**config.mk**
```make
export PLATFORM = sky130hd
export DESIGN_NAME = mrsp_access_ctrl
export DESIGN_NICKNAME = d
export VERILOG_FILES = /design/src/rtl/mrsp_access_ctrl.sv
export SDC_FILE = /design/constraint.sdc
export NUM_CORES = 1
export LEC_CHECK = 0
export BUFFER_PORTS_ARGS = -buffer_cell sky130_fd_sc_hd__buf_4
export CAP_MARGIN = 20
export CORE_ASPECT_RATIO = 2
export CORE_MARGIN = 5
export CORE_UTILIZATION = 25
export DETAILED_ROUTE_END_ITERATION = 10
export GPL_TIMING_DRIVEN = 0
export PLACE_DENSITY_LB_ADDON = 0.25
export RECOVER_POWER = 25
export SLEW_MARGIN = 0
export SYNTH_ARGS = -nofsm -noshare
export SYNTH_HDL_FRONTEND = slang
export SYNTH_SLANG_ARGS = --single-unit
```
**constraint.sdc**
```tcl
create_clock -name CLK -period 3.45 [get_ports CLK]
set_input_delay 0.5175 -clock CLK [delete_from_list [all_inputs] [get_ports CLK]]
set_output_delay 0.5175 -clock CLK [all_outputs]
set_load 0.02 [all_outputs]
```
**src/rtl/mrsp_access_ctrl.sv**
```systemverilog
// Access sequencer/arbiter for the shared 16-bit MRSP register: one word store via
// STO_A/A_IN or a byte pair via STO/A0/D_IN, with round-robin arbitration and HOLD.
module mrsp_access_ctrl #(
    parameter int CNT_W = 8
) (
    input  logic             CLK,
    input  logic             nRESET,
    input  logic             W_REQ,
    input  logic [15:0]      W_DATA,
    output logic             W_ACK,
    input  logic             B_REQ,
    input  logic [15:0]      B_DATA,
    input  logic             B_ORDER,
    output logic             B_ACK,
    input  logic             HOLD,
    output logic [15:0]      D_IN,
    output logic             A0,
    output logic             STO,
    output logic             STO_A,
    output logic [15:0]      A_IN,
    output logic             BUSY,
    output logic             LAST_GNT,
    output logic [CNT_W-1:0] TXN_CNT
);

    typedef enum logic [1:0] {
        IDLE  = 2'd0,
        WORD  = 2'd1,
        BYTE1 = 2'd2,
        BYTE2 = 2'd3
    } state_t;

    state_t           state_q, state_d;
    logic [15:0]      word_q, word_d;
    logic [15:0]      bdata_q, bdata_d;
    logic             border_q, border_d;
    logic             last_gnt_q, last_gnt_d;
    logic [CNT_W-1:0] txn_cnt_q, txn_cnt_d;

    always_ff @(posedge CLK or negedge nRESET) begin
        if (!nRESET) begin
            state_q    <= IDLE;
            word_q     <= '0;
            bdata_q    <= '0;
            border_q   <= 1'b0;
            last_gnt_q <= 1'b1;
            txn_cnt_q  <= '0;
        end else begin
            state_q    <= state_d;
            word_q     <= word_d;
            bdata_q    <= bdata_d;
            border_q   <= border_d;
            last_gnt_q <= last_gnt_d;
            txn_cnt_q  <= txn_cnt_d;
        end
    end

    logic grant_w;
    logic grant_b;

    always_comb begin
        state_d    = state_q;
        word_d     = word_q;
        bdata_d    = bdata_q;
        border_d   = border_q;
        last_gnt_d = last_gnt_q;
        txn_cnt_d  = txn_cnt_q;
        // On a tie the requester not granted last time wins.
        grant_w    = W_REQ && (!B_REQ || last_gnt_q);
        grant_b    = B_REQ && (!W_REQ || !last_gnt_q);
        if (!HOLD) begin
            unique case (state_q)
                IDLE: begin
                    if (grant_w) begin
                        state_d    = WORD;
                        word_d     = W_DATA;
                        last_gnt_d = 1'b0;
                    end else if (grant_b) begin
                        state_d    = BYTE1;
                        bdata_d    = B_DATA;
                        border_d   = B_ORDER;
                        last_gnt_d = 1'b1;
                    end
                end
                WORD: begin
                    state_d   = IDLE;
                    txn_cnt_d = txn_cnt_q + CNT_W'(1);
                end
                BYTE1: state_d = BYTE2;
                BYTE2: begin
                    state_d   = IDLE;
                    txn_cnt_d = txn_cnt_q + CNT_W'(1);
                end
                default: state_d = IDLE;
            endcase
        end
    end

    // Outside BYTE1 the selected byte is the second one, so D_IN keeps its last value in IDLE.
    logic sel_hi;

    always_comb begin
        sel_hi   = (state_q == BYTE1) ? border_q : ~border_q;
        D_IN     = {8'h00, sel_hi ? bdata_q[15:8] : bdata_q[7:0]};
        A_IN     = word_q;
        STO_A    = (state_q == WORD) && !HOLD;
        W_ACK    = (state_q == WORD) && !HOLD;
        STO      = ((state_q == BYTE1) || (state_q == BYTE2)) && !HOLD;
        A0       = ((state_q == BYTE1) || (state_q == BYTE2)) && !HOLD && sel_hi;
        B_ACK    = (state_q == BYTE2) && !HOLD;
        BUSY     = (state_q != IDLE);
        LAST_GNT = last_gnt_q;
        TXN_CNT  = txn_cnt_q;
    end

endmodule

```
==> results of run 1 <==
==> per-layer routing <==
metal | wire length (um) | up-vias | track usage, % | share of wire, %
met3 | 470 | 5 | 3.141 | 10
met1 | 1565 | 672 | 10.04 | 33
met5 | 0 | - | 0 | 0
li1 | - | 651 | - | -
met2 | 2572 | 64 | 17.09 | 55
met4 | 71 | 0 | 3.327 | 1.5
==> area by class of cell <==
class | instances | share of cell area, %
Inverter | 3 | 0.3908
Clock buffer | 5 | 4.342
Timing Repair Buffer | 76 | 19.67
Clock inverter | 3 | 0.6513
Tap cell | 96 | 4.168
Buffer | 12 | 3.257
Sequential cell | 44 | 38.25
Multi-Input combinational cell | 89 | 29.27
==> power by group through the flow <==
stage	registers [mW]	logic (mW)	clock network, mW
floorplan	1.07	0.721	0
global placement	0.940	1.40	0
detailed placement	0.947	1.41	0
CTS	0.938	1.41	0.491
global route	0.969	1.48	0.507
finish	0.934	1.37	0.463
==> registers in the layout, indices dropped and copies added, names as in the netlist <==
register  flops
A_IN         16
LAST_GNT      1
TXN_CNT       8
state_q       2
bdata_q      16
border_q      1
==> layout by cell type (no fill, tap or decap), drive strengths merged, types with 2 or more instances in the layout <==
cell and n:
and2 2, nor2b 2, conb 8, nor3 3, or2 2, clkinv 3
clkbuf 7, and2b 2, mux2 42, buf 86, xnor2 4, nand2 5
nand3 3, nor2 3, a31oi 2, xor2 4, dfrtp 43, inv 3
==> stage by stage <==
step | setup slack [ns] | instances | area, um^2 | power (mW)
2_1_floorplan | 1.574 | 148 | 2051 | 1.790
3_3_place_gp | 1.243 | 320 | 2741 | 2.338
3_5_place_dp | 1.249 | 320 | 2741 | 2.355
4_1_cts | 0.9171 | 328 | 2885 | 2.841
5_1_grt | 0.4383 | 328 | 2882 | 2.953
6_report | 0.9959 | 328 | 2882 | 2.771
==> kinds of logic (layout without fill, tap and decap cells) <==
group	Yosys count	in the layout
AO/OA/AOI/OAI	5	5
multiplexers	42	42
other	1	8
adder cells (fa/ha/maj)	1	1
AND/OR/NAND/NOR	25	25
XOR/XNOR	8	8
buffers and inverters	15	99
flip-flops	44	44
==> synth_stat cells <==
cell	n
a21oi_1	1
a31oi_1	2
a41oi_1	1
and2_1	2
and2b_1	2
buf_4	9
buf_6	2
clkbuf_1	1
conb_1	1
dfrtp_1	43
dfstp_2	1
ha_1	1
inv_1	3
mux2_2	32
mux2_4	10
nand2_1	5
nand2b_1	1
nand3_1	1
nand3_4	2
nand4_1	1
nand4b_1	1
nor2_1	3
nor2b_1	2
nor3_1	2
nor3_4	1
o21ai_0	1
or2_2	2
xnor2_1	3
xnor2_4	1
xor2_1	4
==> path summary, 6_finish.rpt <==
check                           cells after the start  slack (ns)           to  startpoint
worst max register to register                      4        1.81  bdata_q[13]  state_q[1]
max in group asynchronous                           1        1.11   bdata_q[2]      nRESET
min in group asynchronous                           1        0.98      A_IN[3]      nRESET
worst min register to register                      1        0.48   TXN_CNT[7]  TXN_CNT[7]
worst min-delay path                                2        0.46     border_q     B_ORDER
worst max-delay path                                4         1.0      D_IN[7]  state_q[0]
==> critical path, stage by stage, from the launching register on <==
cell     delay [ns]
dfrtp_1        0.49
and2b_1        0.27
xnor2_4        0.34
mux2_2         0.39
buf_4          0.16
==> results_dict.tcl, run 1 <==
set metrics [dict create \
    clk_pin_slew_ns 0.06 \
    p_sw_mw 1.016 \
    power_frac_seq_pct 33.7 \
    core_um2 7943 \
    sw_frac_of_total_pct 36.66 \
    routed_wl_um 4679 \
    io_pins 85 \
    cts_tree "built" \
    yosys_warnings 0 \
    end_kind "output port" \
    grt_pass1_vias 1458 \
    netlist-cell-type-count 30 \
    synth_fa_ha_area_share_pct 0.6180 \
    drt_iter0_markers 58 \
    grt_max_degree 45 \
    hold_violations 0 \
    die_y_um 137.3 \
    report.final.slew_viol_count 45 \
    place_congestion 0.6800 \
    final_util_pct 36.28 \
    setup_viol_count_final 0 \
    crit_type "reg -> out" \
    synth_xor_area_share_pct 4.388 \
    num_rows 46 \
    synth_top_area_share_pct 53.15 \
    antennaDiodeCount 0 \
    fillers 820 \
    synth-seq-cells 44 \
    routedWlPerCell_um 14.27 \
    cts.sinks 44 \
    drive_gt1_share_pct 61.64 \
    ys_top_cells_by_area "dfrtp_1, mux2_2, mux2_4" \
    clk_latency_ns 0.28 \
    max_freq_ghz 0.4075 \
    antenna_found_initial 0 \
    whs_ns 0.4587 \
    syn-mean-instance-area_um2 14.36 \
    initial_core_util_pct 25.49 \
    multi_input_area_um2 843.3 \
    rsz0062_at_grt "no" \
    place.port_buffers 76 \
    power.combinational.fraction_pct 49.6 \
    outcome "finished, violations left" \
    fin_tns_setup_ns 0 \
    vias_per_cell 4.244 \
    cts-hold-fix-buffers 0 \
    hp-class "in -> reg" \
    synth_area_um2 2024 \
    fp.dieW_um 73.63 \
    register_area_um2 1102 \
    numCtsBuffers 5 \
    track_usage_pct 9.502 \
    period_share_pct 71.13 \
    root_buffer "clkbuf_16" \
    h-tree-depth 2 \
    cts.repair.resized 0 \
    internal-power_mw 1.755 \
    grt_pass1_wl_um 7238 \
    vias 1392 \
    critPathLaunchType "flip-flop" \
    yosysTopAreaCell "dfrtp_1" \
    skew_ns 0.004127 \
    post-cts-setup-buffers 0 \
    drc 0 \
    power.leakage_nw 1.420 \
    nets 270 \
    worstPathMaxFanout 9 \
    min_period_ns 2.454 \
    syn_to_final_growth_pct 42.34 \
    required_ns 2.93 \
    clkPwrFrac_pct 16.7 \
    synthSimpleGateAreaFrac_pct 8.405 \
    synthMuxAreaShare_pct 25.22 \
    dpl.hpwl_um 3702 \
    synth_top_family_by_area "multiplexers" \
    vdd_drop_max_mv 0.4418 \
    synth_compound_area_share_pct 1.545 \
    drtAntennaViolNets 0 \
    synth_seq_area_share_pct 54.45 \
    cp.arrival_ns 1.94 \
    slew_headroom_pct -61.16 \
    dieArea_um2 10110 \
    power_density_nw_per_um2 961.6 \
    first_pass_iters 4 \
    synthCells 141 \
    max_slew.worst_pin.slew_ns 2.417 \
    cap_violations 1 \
    clock_path_buffers 2 \
    violations "max-capacitance violations, max-slew violations" \
    grt_overflow 0 \
]
(Power assumes the default switching activity.)
==> run 2, diff against run 1 <==
Settings changed: ABC_AREA from default to 1.
Clock period 3.45 ns to 2.15 ns, I/O delays scaled along.
==> run 2 against run 1 <==
Compared with the run above:
- the flow now finishes without violations
- area after synthesis increased by 4.8%
- cell count increased by 34%
- combinational power increased by 61%
- worst hold slack got worse by 0.21 ns
- critical path type unchanged
- highest routed layer unchanged
==> results_dict.tcl, run 2 <==
set metrics [dict create \
    setup_viol_count_final 0 \
    period_share_pct 92.56 \
    power_mw 4.578 \
    synth_top_family_by_area "simple AND/OR/NAND/NOR gates" \
    synthSimpleGateAreaFrac_pct 31.25 \
    netlist-cell-type-count 28 \
    h-tree-depth 2 \
    clk_pin_slew_ns 0.06 \
    hold_violations 0 \
    die_y_um 140.3 \
    skew_ns 0.004756 \
    grt_pass1_vias 1917 \
    antenna_found_initial 0 \
    vias_per_cell 4.276 \
    grt_overflow 0 \
    max_slew.worst_pin.slew_ns 1.153 \
    outcome "complete, no violations" \
    synth_edf_count 0 \
    routed_wl_um 5985 \
    fp.dieW_um 75.15 \
    synth_fa_ha_area_share_pct 0.5896 \
    synthMuxAreaShare_pct 0.5307 \
    critPathLaunchType "flip-flop" \
    drt_iter0_markers 91 \
    worstPathMaxFanout 10 \
    async_flop_share_pct 100.0 \
    max_freq_ghz 0.5025 \
    dpl.hpwl_um 4541 \
    cap_violations 0 \
    synth_top_flop_cell "dfrtp_1" \
    syn_to_final_growth_pct 42.45 \
    clk_latency_ns 0.29 \
    cts_tree "built" \
    track_usage_pct 12.16 \
    required_ns 1.83 \
    fin_tns_setup_ns 0 \
    vias 1877 \
    drc 0 \
    hp-class "in -> async" \
    root_buffer "clkbuf_16" \
    cts-hold-fix-buffers 0 \
    io_pins 85 \
    cp.arrival_ns 1.67 \
    numCtsBuffers 5 \
    end_kind "output port" \
    yosysTopAreaCell "dfrtp_1" \
    synthCells 250 \
    dieArea_um2 10540 \
    report.final.slew_viol_count 0 \
    synth_compound_area_share_pct 3.007 \
    synth_seq_area_share_pct 51.95 \
    synth-seq-cells 44 \
    grt_pass1_wl_um 9542 \
    synth_top_area_share_pct 50.71 \
    nets 379 \
    core_um2 8292 \
    routedWlPerCell_um 13.63 \
    ys_top_cells_by_count "nand2_1, dfrtp_1, nand3_1, inv_1, buf_4" \
    yosys_warnings 0 \
    cts.repair.resized 0 \
    synth_area_um2 2122 \
    clock_path_buffers 2 \
    drive_gt1_share_pct 33.72 \
    antennaDiodeCount 0 \
    rsz0062_at_grt "no" \
    drtAntennaViolNets 0 \
    synth.most_common_cell "nand2_1" \
    place_congestion 0.7548 \
    num_rows 47 \
    power_density_nw_per_um2 1514 \
    cts.sinks 44 \
    crit_type "reg -> out" \
    vdd_drop_max_mv 0.4493 \
    final_common_cell "nand2_1" \
    most-common-layout-cells "nand2_1, buf_4, dfrtp_1" \
    slew_headroom_pct 23.16 \
    first_pass_iters 4 \
    initial_core_util_pct 25.59 \
    whs_ns 0.2501 \
    post-cts-setup-buffers 0 \
    grt_max_degree 45 \
    power.leakage_nw 1.675 \
    final_util_pct 36.46 \
    syn-mean-instance-area_um2 8.488 \
    synth_xor_area_share_pct 2.948 \
    ys_top_cells_by_area "dfrtp_1, nand2_1, nand3_1" \
    min_period_ns 1.990 \
    place.port_buffers 76 \
]
==> run 2: cell count changes after synthesis, sizes merged, moves of 5 or more <==
cell	delta
o21ai	+10
nor2	+5
nand2	+95
nand3	+33
mux2	-41
buf	+5
inv	+18
==> run 2: metal layers <==
metal  track usage (%)  share of wire [%]
met5                 0                  0
met4             6.175                3.0
met3             1.793                5.2
met2             22.36                 58
met1             12.65                 34
==> run 2: cell type report <==
type                            count  area, um^2
Clock buffer                        7       152.6
Tap cell                           98       122.6
Buffer                             17       123.9
Fill cell                         875        5269
Timing Repair Buffer               76       568.0
Sequential cell                    44        1104
Inverter                           21       78.83
Clock inverter                      1       30.03
Multi-Input combinational cell    175       843.3
==> run 2: kinds of logic (layout without fill, tap and decap cells) <==
group / after synthesis / count (layout)
XOR/XNOR: 5 / 5
AO/OA/AOI/OAI: 12 / 12
other: 1 / 8
multiplexers: 1 / 1
adder cells (fa/ha/maj): 1 / 1
flip-flops: 44 / 44
AND/OR/NAND/NOR: 148 / 148
buffers and inverters: 38 / 122
==> run 2: through the flow <==
| stage | std cells | worst slack, ns | cell area, um^2 |
|---|---|---|---|
| finish | 439 | 0.1599 | 3023 |
| CTS | 439 | 0.04927 | 3024 |
| detailed placement | 431 | 0.3721 | 2841 |
| floorplan | 257 | 0.4527 | 2148 |
| global route | 439 | 0.04169 | 3023 |
| global placement | 431 | 0.4151 | 2841 |
==> run 2: critical path: stages (launching register included) <==
cell and delay [ns]:
dfrtp_2 0.47, inv_2 0.09, nand2_4 0.06, xor2_4 0.28
buf_6 0.22, nand2_2 0.06, o21ai_2 0.05, buf_4 0.15
==> run 2: final timing paths <==
kind	endpoint	cells after the start	slack, ns	startpoint
min	A_IN[14]	1	0.25	nRESET
max	D_IN[6]	7	0.16	state_q[0]
max reg2reg	A_IN[5]	7	0.58	LAST_GNT
min reg2reg	A_IN[10]	2	0.47	A_IN[10]
min in group CLK	bdata_q[7]	3	0.26	B_DATA[7]
max in group asynchronous	state_q[0]	1	1.12	nRESET
==> run 2: report_power, final <==
group,internal (mW),switching [mW]
Combinational,0.889,1.31
Clock,0.612,0.319
Sequential,1.20,0.248
Total,2.70,1.88
